===== src/rtl/toggle_cover_pkg.sv =====
// toggle_cover_pkg: shared FSM states, default index width and popcount helper
package toggle_cover_pkg;
    typedef enum logic [1:0] {RUN = 2'd0, DRAIN = 2'd1, CLEAR = 2'd2} state_t;
    localparam int IDX_W_DEF = 64;
    localparam int POP_W = 256;
    function automatic int unsigned popcount(input logic [POP_W-1:0] v);
        popcount = 0;
        for (int i = 0; i < POP_W; i++) popcount += {31'd0, v[i]};
    endfunction
endpackage


===== src/rtl/toggle_cover_scheduler_rr_pick.sv =====
// rr_pick: first set request at or after ptr, wrapping from N-1 back to 0
module rr_pick #(
    parameter int N = 20,
    parameter int PTR_W = (N > 1) ? $clog2(N) : 1
) (
    input  logic [N-1:0]     req,
    input  logic [PTR_W-1:0] ptr,
    output logic [PTR_W-1:0] sel,
    output logic             any
);
    int j;
    // scan downward so the closest request to ptr is the last assignment
    always_comb begin
        sel = ptr;
        j = 0;
        for (int i = N - 1; i >= 0; i--) begin
            j = int'(ptr) + i;
            if (j >= N) j -= N;
            if (req[j[PTR_W-1:0]]) sel = j[PTR_W-1:0];
        end
    end
    assign any = |req;
endmodule


===== src/rtl/toggle_cover_scheduler.sv =====
// toggle_cover_scheduler: sticky first-hit recording with round-robin export of cover events
module toggle_cover_scheduler
    import toggle_cover_pkg::*;
#(
    parameter int N = 20,
    parameter longint unsigned COVER_INDEX = 0,
    parameter int IDX_W = IDX_W_DEF,
    parameter int CNT_W = $clog2(N + 1)
) (
    input  logic             clock,
    input  logic             reset,
    input  logic [N-1:0]     valid,
    input  logic             clear_req,
    output logic             clear_ack,
    output logic             out_valid,
    input  logic             out_ready,
    output logic [IDX_W-1:0] out_index,
    output logic [CNT_W-1:0] covered_count,
    output logic             all_covered
);
    localparam int PTR_W = (N > 1) ? $clog2(N) : 1;
    state_t state;
    logic [N-1:0] covered, pending, hits, drop, pending_left;
    logic [PTR_W-1:0] ptr, pick_sel, sel, held_sel;
    logic held, any, fire;

    rr_pick #(.N(N), .PTR_W(PTR_W)) u_pick (
        .req(pending),
        .ptr(ptr),
        .sel(pick_sel),
        .any(any)
    );

    // a stalled offer keeps its index even if closer bits become pending
    assign sel = held ? held_sel : pick_sel;
    assign out_valid = any && state != CLEAR;
    assign fire = out_valid && out_ready;
    assign out_index = IDX_W'(COVER_INDEX) + IDX_W'(out_valid ? sel : ptr);
    assign clear_ack = state == CLEAR;
    assign all_covered = covered_count == CNT_W'(N);
    assign hits = (state == RUN) ? valid & ~covered : '0;
    assign drop = fire ? N'(1) << sel : '0;
    assign pending_left = pending & ~drop;

    // coverage bookkeeping, handshake retirement and drain/clear sequencing
    always_ff @(posedge clock) begin
        if (reset || state == CLEAR) begin
            state <= RUN;
            covered <= '0;
            pending <= '0;
            ptr <= '0;
            covered_count <= '0;
            held <= 1'b0;
            held_sel <= '0;
        end else begin
            covered <= covered | hits;
            pending <= pending_left | hits;
            covered_count <= covered_count + CNT_W'(popcount(POP_W'(hits)));
            held <= out_valid && !out_ready;
            held_sel <= sel;
            if (fire) ptr <= (sel == PTR_W'(N - 1)) ? '0 : sel + 1'b1;
            if (state == RUN && clear_req) state <= DRAIN;
            else if (state == DRAIN && pending_left == '0) state <= CLEAR;
        end
    end
endmodule


===== config.mk =====
export PLATFORM = sky130hd
export DESIGN_NAME = toggle_cover_scheduler
export DESIGN_NICKNAME = d
export VERILOG_FILES = /design/src/rtl/toggle_cover_pkg.sv /design/src/rtl/toggle_cover_scheduler_rr_pick.sv /design/src/rtl/toggle_cover_scheduler.sv
export SDC_FILE = /design/constraint.sdc
export NUM_CORES = 1
export LEC_CHECK = 0
export CORE_MARGIN = 2
export CORE_UTILIZATION = 59
export DETAILED_ROUTE_END_ITERATION = 10
export GPL_TIMING_DRIVEN = 0
export PLACE_DENSITY = 0.88
export SYNTH_ARGS = -nofsm -noshare
export SYNTH_HDL_FRONTEND = slang
export SYNTH_SLANG_ARGS = --single-unit

===== constraint.sdc =====
create_clock -name clock -period 10.05 [get_ports clock]
set_clock_uncertainty 0.2 [all_clocks]
set_input_delay 1.5075 -clock clock [delete_from_list [all_inputs] [get_ports clock]]
set_output_delay 1.5075 -clock clock [all_outputs]
set_load 0.02 [all_outputs]

==> results of run 1 <==
## worst max-delay path, cell delays in order (launching register included)
cell and delay (ns):
dfxtp_1 0.51, buf_2 0.31, buf_2 0.33, buf_2 0.35
inv_2 0.22, ha_1 0.24, buf_2 0.20, xor2_2 0.51
clkbuf_2 0.36, inv_1 0.10, ha_1 0.20, a21boi_0 0.27
o22ai_2 0.13, xnor2_1 0.45, mux4_2 0.60, a21oi_1 0.41
o31ai_1 0.15, a2111oi_2 0.47, nand4_1 0.36, nand2_2 0.22
clkbuf_1 0.40, o21ai_0 0.24, clkdlybuf4s50_1 0.60
## worst paths after layout
| check | end | slack, ns | depth (start not counted) |
|---|---|---|---|
| setup / recovery | out_index[1] | 0.34 | 22 |
| hold / removal | covered[9] | 0.26 | 2 |
| setup reg to reg | state[0] | 1.56 | 30 |
| hold reg to reg | covered[9] | 0.26 | 2 |
## area by class of cell
cell class                      instances  area share
Buffer                                119      0.0704
Sequential cell                        58       0.105
Multi-Input combinational cell       1084       0.724
Timing Repair Buffer                   36      0.0326
Inverter                               61      0.0209
Clock inverter                          1    0.000453
Tap cell                              220      0.0249
Clock buffer                           11      0.0220
## flip-flops by register name, summed over array words and instances, names as in the netlist
name and cells:
covered 20, ptr 5, held 1, covered_count 5
state 2, held_sel 5, pending 20
## placed cells by master, fill, tap and decap left out, types with 8 or more instances in the layout
| cell | n |
|---|---|
| or2_2 | 13 |
| a21boi_0 | 16 |
| nor3_1 | 29 |
| a21o_1 | 14 |
| nand2_1 | 106 |
| buf_4 | 65 |
| dfxtp_1 | 58 |
| o211a_1 | 8 |
| o211ai_1 | 23 |
| ha_1 | 52 |
| xnor2_1 | 33 |
| clkdlybuf4s50_1 | 36 |
| nor2_1 | 108 |
| fa_1 | 16 |
| mux4_2 | 22 |
| clkbuf_16 | 9 |
| nand3b_1 | 21 |
| o21ai_0 | 37 |
| buf_2 | 17 |
| conb_1 | 59 |
| a211oi_1 | 22 |
| or3_1 | 15 |
| nand3_1 | 29 |
| o31ai_1 | 21 |
| nor4_1 | 16 |
| a21oi_1 | 100 |
| a31oi_1 | 11 |
| mux2_2 | 29 |
| nand2b_1 | 14 |
| o2111ai_1 | 10 |
| clkbuf_1 | 23 |
| inv_1 | 55 |
| o21a_1 | 9 |
| nand4_1 | 9 |
| mux2i_1 | 41 |
| and2_1 | 13 |
## routing by layer
metal	up-vias	global-route usage	wire (µm)
li1	4823	-	-
met2	886	0.636	16100
met1	5005	0.496	13400
met4	0	0.291	3280
met3	218	0.0676	4180
met5	-	0	0
## kinds of logic (layout without fill, tap and decap cells)
family | after synthesis | after routing | synth area share
flip-flops | 58 | 58 | 0.117
AO/OA/AOI/OAI | 377 | 377 | 0.273
buffers and inverters | 180 | 228 | 0.101
AND/OR/NAND/NOR | 440 | 440 | 0.234
multiplexers | 94 | 94 | 0.129
XOR/XNOR | 46 | 46 | 0.0476
adder cells (fa/ha/maj) | 68 | 68 | 0.0977
other | 1 | 59 | 0.000377
## repair_timing
action	in CTS	in global routing
resized for setup	0	6
setup endpoints to repair	0	2
setup buffers	0	0
## stage by stage
step / instances / utilization
4_1_cts: 1590 / 0.668
6_report: 1590 / 0.669
3_5_place_dp: 1578 / 0.653
2_1_floorplan: 1322 / -
5_1_grt: 1590 / 0.669
3_3_place_gp: 1578 / 0.653
==> impl_results.rst, run 1 <==
.. list-table::
   :header-rows: 1

   * - Metric
     - Value
   * - Start point of the critical path
     - ptr[1]
   * - Antenna diode count
     - 0
   * - Post-synthesis cell type count
     - 119
   * - Final Slew Violations
     - 0
   * - Critical path required time
     - 8.34 ns
   * - Peak Freq
     - 103 MHz
   * - Vias in the first global route
     - 9925
   * - Transition time at the pin with the least slew margin
     - 1.24 ns
   * - Clock sink total
     - 58
   * - Register area share after synthesis
     - 0.117
   * - Port Buffer Count
     - 36
   * - Share of post-route cells with drive strength above 1
     - 0.171
   * - Outcome
     - completed
   * - Post-route setup slack
     - 0.339 ns
   * - I/O pin count
     - 96
   * - Clock transition at the registers of the reported paths
     - 0.05 ns
   * - Netlist area before placement
     - 9940 µm²
   * - Insertion delay of the later-clocked pin in the worst-skew pair
     - 0.33 ns
   * - Worst min-delay path startpoint
     - covered[9]
   * - Max Root-Sink Buffers
     - 2
   * - Unrepaired setup endpoints after global routing
     - no
   * - All-Layer GR Usage
     - 0.402
   * - Core region area
     - 16500 µm²
   * - Detailed Place HPWL
     - 28400 µm
   * - Post-Layout Inst Area
     - 11000 µm²
   * - Final Cycle Share
     - 0.966
   * - TritonCTS clock tree
     - built
   * - FF-to-FF Start
     - ptr[1]
   * - Fraction of synthesized cell area taken by the top area cell type
     - 0.117
   * - Startpoint types
     - flip-flop
   * - Die Footprint
     - 17900 µm²
   * - Most used flip-flop cell after synthesis
     - dfxtp_1
   * - Die X
     - 134 µm
   * - Placement-stage worst setup slack
     - 0.700 ns
   * - Total detailed-routing wirelength
     - 37000 µm
   * - Number of nets in the layout
     - 1461
   * - Post-synthesis instance total
     - 1264
   * - Area occupied by registers
     - 1160 µm²
   * - Most repeated cell in the gate-level netlist after synthesis
     - nor2_1
   * - Post-detailed-placement cell area
     - 10800 µm²
   * - DR vias/cell
     - 6.88
   * - Reported max-cap violation count
     - 0
   * - Final setup viols
     - 0
   * - Combined area of the multi-input logic cells
     - 8000 µm²
   * - WHS
     - 0.259 ns
   * - Biggest fanout along the worst timing path
     - 13
   * - Number of antenna violations at the first check in global routing
     - 0
   * - Ys async rst share
     - 0
   * - Cell chosen for the clock root
     - clkbuf_16
   * - Filler cell count
     - 1378
   * - Worst max-slew margin expressed relative to the limit
     - 0.166
   * - Wire length of the first global-routing pass
     - 55700 µm
   * - Post-route ant nets
     - 0
   * - Violation count after the first detailed-routing iteration
     - 1668
   * - Clock period minus worst slack
     - 9.71 ns
   * - Number of design rule violations left after detail routing
     - 0
   * - Floorplan die height
     - 134 µm
   * - Worst hold path type
     - reg2reg
   * - Data arrival time at the worst-slack endpoint
     - 8.00 ns
   * - Largest net degree at the start of global routing
     - 16
   * - Library cell occupying the most area in the post-synthesis netlist
     - dfxtp_1
   * - Post-synthesis average cell area
     - 7.86 µm²
   * - Number of warnings printed during yosys synthesis
     - 0
   * - Flip-flop and latch count after synthesis
     - 58
   * - Average detailed-routed wire length per instance
     - 23.3 µm
   * - Clock buffers created by TritonCTS
     - 9
   * - Top post-synthesis cells by count
     - nor2_1 (108), nand2_1 (106), a21oi_1 (100), buf_4 (65), dfxtp_1 (58)
   * - Initial standard-cell utilization of the core
     - 0.601
   * - Critical setup path kind
     - reg2out
   * - Number of flops mapped to enable cells by yosys
     - 0
   * - Area contributors post-synth
     - dfxtp_1 (12%), ha_1 (6.5%), a21oi_1 (5.0%), mux4_2 (5.0%), buf_4 (4.9%)
   * - Total number of vias
     - 10900
   * - Gpl congestion
     - 1.02
   * - GRT overflow
     - 0
   * - CTS Hold Buffers Added
     - 0
   * - Total iterations of the first detailed-routing run
     - 8
   * - Type of element capturing the critical path
     - primary output
   * - Rows
     - 47
   * - Total Neg Setup Slack
     - 0 ns
   * - H-tree depth
     - 3
   * - Area growth, synth to finish
     - 11.2%
   * - Count of final hold-check violations
     - 0
Power of run 1 is not shown: default switching activity piles up to over one toggle a cycle in this logic, so the estimate is an artifact.
==> run 2, diff against run 1 <==
HOLD_SLACK_MARGIN = 0.12   (was not set)
==> results of run 2 <==
The final DEF is identical to that of run 1; final timing and power are the same.
Power of run 2 is left out for the same reason.
